File: config.mk
export PLATFORM = sky130hd
export DESIGN_NAME = gpio_bank
export DESIGN_NICKNAME = d
export VERILOG_FILES = /design/src/rtl/gpio_bank.sv
export SDC_FILE = /design/constraint.sdc
export NUM_CORES = 1
export LEC_CHECK = 0
export ABC_CLOCK_PERIOD_IN_PS = 1600
export CORE_MARGIN = 5
export CORE_UTILIZATION = 51
export DETAILED_ROUTE_END_ITERATION = 16
export PLACE_DENSITY = 0.81
export SETUP_SLACK_MARGIN = 0.02
export SYNTH_ARGS = -nofsm -noshare
export SYNTH_HDL_FRONTEND = slang
export SYNTH_SLANG_ARGS = --single-unit
File: constraint.sdc
create_clock -name clk -period 1.6 [get_ports clk]
set_input_delay 0.48 -clock clk [delete_from_list [all_inputs] [get_ports clk]]
set_output_delay 0.48 -clock clk [all_outputs]
set_load 0.05 [all_outputs]
File: src/rtl/gpio_bank.sv
// rtl/gpio_bank.sv - memory-mapped GPIO bank: per-port data/dir, set/clr/toggle, synced inputs, edge IRQs
module gpio_bank #(
  parameter int NUM_PORTS   = 2,
  parameter int PORT_WIDTH  = 8,
  parameter int SYNC_STAGES = 2,
  parameter int BOTH_EDGES  = 0
) (
  input  logic                             clk,
  input  logic                             reset,
  input  logic                             cs,
  input  logic [7:0]                       addr,
  input  logic [3:0]                       wmask,
  input  logic [31:0]                      wdata,
  input  logic                             rstrb,
  output logic [31:0]                      rdata,
  input  logic [NUM_PORTS*PORT_WIDTH-1:0]  gpio_in,
  output logic [NUM_PORTS*PORT_WIDTH-1:0]  gpio_out,
  output logic [NUM_PORTS*PORT_WIDTH-1:0]  gpio_oe,
  output logic                             irq
);

  localparam int         W       = NUM_PORTS * PORT_WIDTH;
  localparam logic [2:0] ARM_MAX = 3'(SYNC_STAGES + 1);

  logic [2:0]            port_idx, reg_sel, arm_cnt;
  logic                  wr, rd, armed, irq_any, unused_bits;
  logic [31:0]           lane_mask, wval32;
  logic [PORT_WIDTH-1:0] wmask_p, wval, rd_val;
  logic [W-1:0]          sync_q [SYNC_STAGES];
  logic [W-1:0]          hist_q, din, edge_w;
  logic [PORT_WIDTH-1:0] dout_q [NUM_PORTS];
  logic [PORT_WIDTH-1:0] dir_q  [NUM_PORTS];
  logic [PORT_WIDTH-1:0] en_q   [NUM_PORTS];
  logic [PORT_WIDTH-1:0] stat_q [NUM_PORTS];

  assign port_idx    = addr[7:5];
  assign reg_sel     = addr[4:2];
  assign wr          = cs & (|wmask);
  assign rd          = cs & rstrb;
  assign lane_mask   = {{8{wmask[3]}}, {8{wmask[2]}}, {8{wmask[1]}}, {8{wmask[0]}}};
  assign wval32      = wdata & lane_mask;
  assign wmask_p     = lane_mask[PORT_WIDTH-1:0];
  assign wval        = wval32[PORT_WIDTH-1:0];
  assign unused_bits = ^{addr[1:0], wval32, lane_mask};

  // Edges are ignored until the synchroniser and history flops hold real pin values.
  assign din    = sync_q[SYNC_STAGES-1];
  assign armed  = (arm_cnt == ARM_MAX);
  assign edge_w = armed ? ((din & ~hist_q) | ((BOTH_EDGES != 0) ? (~din & hist_q) : '0)) : '0;

  always_ff @(posedge clk or negedge reset) begin
    if (!reset) begin
      for (int s = 0; s < SYNC_STAGES; s++) sync_q[s] <= '0;
      hist_q  <= '0;
      arm_cnt <= '0;
    end else begin
      sync_q[0] <= gpio_in;
      for (int s = 1; s < SYNC_STAGES; s++) sync_q[s] <= sync_q[s-1];
      hist_q <= din;
      if (!armed) arm_cnt <= arm_cnt + 3'd1;
    end
  end

  always_ff @(posedge clk or negedge reset) begin
    if (!reset) begin
      for (int p = 0; p < NUM_PORTS; p++) begin
        dout_q[p] <= '0;
        dir_q[p]  <= '0;
        en_q[p]   <= '0;
        stat_q[p] <= '0;
      end
    end else begin
      for (int p = 0; p < NUM_PORTS; p++) begin
        if (wr && port_idx == 3'(p)) begin
          case (reg_sel)
            3'd0:    dout_q[p] <= (dout_q[p] & ~wmask_p) | wval;
            3'd1:    dir_q[p]  <= (dir_q[p] & ~wmask_p) | wval;
            3'd2:    dout_q[p] <= dout_q[p] | wval;
            3'd3:    dout_q[p] <= dout_q[p] & ~wval;
            3'd4:    dout_q[p] <= dout_q[p] ^ wval;
            3'd6:    en_q[p]   <= (en_q[p] & ~wmask_p) | wval;
            default: ;
          endcase
        end
        // A new edge overrides a same-cycle write-1-clear of that bit.
        stat_q[p] <= (stat_q[p] & ~((wr && port_idx == 3'(p) && reg_sel == 3'd7) ? wval : '0))
                   | (edge_w[p*PORT_WIDTH +: PORT_WIDTH] & en_q[p]);
      end
    end
  end

  always_comb begin
    rd_val  = '0;
    irq_any = 1'b0;
    for (int p = 0; p < NUM_PORTS; p++) begin
      irq_any = irq_any | (|(stat_q[p] & en_q[p]));
      if (port_idx == 3'(p)) begin
        case (reg_sel)
          3'd1:    rd_val = dir_q[p];
          3'd5:    rd_val = din[p*PORT_WIDTH +: PORT_WIDTH];
          3'd6:    rd_val = en_q[p];
          3'd7:    rd_val = stat_q[p];
          default: rd_val = dout_q[p];
        endcase
      end
    end
  end

  always_ff @(posedge clk or negedge reset) begin
    if (!reset) begin
      rdata <= '0;
      irq   <= 1'b0;
    end else begin
      if (rd) rdata <= 32'(rd_val);
      irq <= irq_any;
    end
  end

  for (genvar g = 0; g < NUM_PORTS; g++) begin : g_pins
    assign gpio_out[g*PORT_WIDTH +: PORT_WIDTH] = dout_q[g];
    assign gpio_oe[g*PORT_WIDTH +: PORT_WIDTH]  = dir_q[g];
  end

endmodule
==> key figures <==
Setup path
  • Worst Setup End Kind: output port
  • Reg2Reg Launch Point: gpio_out[7]$_DFFE_PN0P_
  • Worst Path Buf+Inv: 1
  • Worst path depth: 1
  • Slowest cell on crit path: dfrtp_1
  • Startpoint Class: flip-flop
  • Kind of critical path: flip-flop to output port
  • Reg2reg end: gpio_out[7]$_DFFE_PN0P_
  • R2R depth: 4
  • R2r setup slk: 0.06 ns
  • Worst Path Arrival: 1.08 ns
  • Worst-path cell chain: buf_12
  • Worst path top cell family by delay: flip-flops
  • Slowest stage delay, CP: 0.50 ns
  • Critical Path Fanout Max: 5
  • WP data required: 1.12 ns

Synthesis
  • Syn avg cell area: 12.3 um^2
  • Count leader, synth: dfrtp_1
  • Synth area leader: dfrtp_1
  • Post-synth top cells: dfrtp_1, mux2_2, o22ai_1
  • Sequential fraction of the synthesis area: 53.8%
  • Post-synth ARST share: 100%
  • Yosys reg bits: 124
  • Post-synth top area share: 53.8%
  • Top area cells in the synthesized netlist: dfrtp_1, mux2_2, o22ai_1, ha_1, buf_4
  • Ys flop type: dfrtp_1
  • Syn. warnings: 0
  • Post-synthesis cell count: 471
  • Post-synth EDFFs: 0
  • Post-synth cell types: 45
  • Cell Area, Synth: 5770 um^2

GRT
  • Grt peak-use layer: met2
  • First-pass GRT wire length: 27.2 mm
  • GRT met3 Usage: 5.13%
  • Met2 usage: 42.2%
  • Initial antenna violation count: 0
  • Gr ovfl total: 0
  • Largest net degree at the start of global routing: 56
  • Number of global-route vias before repair: 4845
  • GR Util All Layers: 26.6%
  • Met1 Usage GRT: 36.8%

Routing
  • Drt wl/cell: 22.4 um
  • Drt drc: 0
  • Drt initial violations: 486
  • Vias: 4788
  • Via/cell ratio: 6.19
  • Final wirelength: 17.3 mm
  • Post-DRT Antenna Nets: 0
  • First-pass DRT Iterations: 6

Timing
  • Final setup viols: 0
  • Max-slew violations: 0
  • Crit path time final: 1.56 ns
  • Fmax: 640 MHz
  • Final hold vios: 0
  • Skew final: 0.00646 ns
  • RSZ-0062 raised after global routing: no
  • Setup TNS: 0 ns
  • Final Cycle Share: 97.7%

Floorplan
  • Core area: 11000 um^2
  • Die W: 116 um
  • Row count: 38
  • Starting Density: 52.6%
  • Die Span Y: 116 um
  • Die ar.: 13500 um^2
  • I/O pin count: 129

Clock tree
  • Clock-pin slew of the registers on the worst-case setup and hold paths: 0.05 ns
  • Root Buffer Master: clkbuf_16
  • Clk sinks: 124
  • Clock buffer depth: 2
  • CTS buffer count: 17
  • H-tree depth: 4
  • Worst skew pair latency: 0.41 ns
  • CTS tree: yes

Layout
  • # fillers: 680
  • Final instance area: 8550 um^2
  • Area of the multi-input gates: 2670 um^2
  • Finished Layout Cells: 774
  • Fin util: 77.8%
  • N_diodes: 0
  • Layout area overhead: 48.1%
  • Storage cell area: 3110 um^2
  • Layout cells sized above 1: 41.3%
  • Layout Nets: 703

Pwr
  • Worst vdd ir: 1.05 mV
  • PwrDens: 1230 nW/um^2
  • Tot Pwr: 10500 uW
  • Leakage: 0.00378 uW

Placed design
  • I/O Buffers: 78
  • Cells after DPL: 738
  • Placement Cell Area: 7740 um^2
  • Placer Congestion: 0.945
  • Post-detail-place hpwl: 12.2 mm

Worst hold path
  • Hold WC Path Type: flip-flop to flip-flop
  • Hold path start: sync_q[18]$_DFF_PN0_
  • Hold path endpoint: din[2]$_DFF_PN0_
  • Hold path depth: 0

Flow run
  • Maxcap violations: 0

Outcome
  • Status: complete, no violations
## cells by family (layout without fill, tap and decap cells)
group / after synthesis / count (layout) / share of synthesized area (%)
other cells: 1 / 24 / 0.0650
simple gates: 86 / 86 / 9.45
compound gates: 129 / 129 / 16.8
xor+xnor: 1 / 1 / 0.152
mux: 51 / 51 / 9.91
buf+inv: 61 / 201 / 5.98
flops: 124 / 124 / 53.8
fa+ha+maj: 18 / 18 / 3.90
## layout by cell type, fill, tap and decap left out, types with 18 or more instances in the layout
master   netlist  layout
a22o_1        20      20
dfrtp_1      124     118
buf_12         0      51
buf_4         27      56
o22ai_1       40      36
ha_1          18      18
mux2_2        49      36
nand2_1       18      18
conb_1         1      24
## routing by layer
metal / vias to the layer above / part of all wire [%]
li1: 2081 / -
met1: 2396 / 41
met2: 269 / 49
met3: 42 / 7.8
met4: 0 / 2.2
met5: - / 0
## timing repair
item,in CTS,in global routing
endpoints found under the setup margin,77,50
pin swaps,14,10
hold buffers,1,0
endpoints found under the hold margin,18,0
resized for setup,59,22
gates cloned,1,0
buffers inserted,4,1
## worst max path at each step
stage                              end                     start  slack [ns]
3_5_place_dp   gpio_out[6]$_DFFE_PN0P_                   addr[4]       -0.81
2_1_floorplan                flip-flop                   addr[7]       -0.17
4_1_cts                   gpio_out[13]  gpio_out[13]$_DFFE_PN0P_        0.02
5_1_grt                    gpio_out[9]   gpio_out[9]$_DFFE_PN0P_        0.02
6_report                   gpio_out[6]   gpio_out[6]$_DFFE_PN0P_        0.04
3_3_place_gp   gpio_out[6]$_DFFE_PN0P_                   addr[4]       -0.77
## report_power, final
group | switching, uW | total, uW | internal [uW]
registers | 444 | 3880 | 3440
clock network | 1350 | 3870 | 2520
logic | 1390 | 2720 | 1320
## area by class of cell
| class | count | area share (%) |
|---|---|---|
| timing repair buffer | 159 | 22.8 |
| multi-input combinational | 309 | 31.3 |
| clock buffer | 21 | 5.39 |
| sequential | 124 | 36.4 |
| clock inverter | 11 | 1.65 |
| inverter | 10 | 0.439 |
| tap | 140 | 2.05 |
## worst reg2reg max path, delay by kind of cell, from the launching register on
| kind | cells | cell delay, ns |
|---|---|---|
| fa+ha+maj | 1 | 0.30 |
| buf+inv | 1 | 0.18 |
| flops | 1 | 0.47 |
| compound gates | 2 | 0.52 |
## stage by stage
stage / setup slack [ns] / hold slack, ns
finish: 0.0367 / 0.346
global route: 0.0208 / 0.360
CTS: 0.0215 / 0.346
detailed placement: -0.814 / 0.335
global placement: -0.774 / 0.332
floorplan: -0.169 / 0.184
Power figures use the tool's default switching activity.
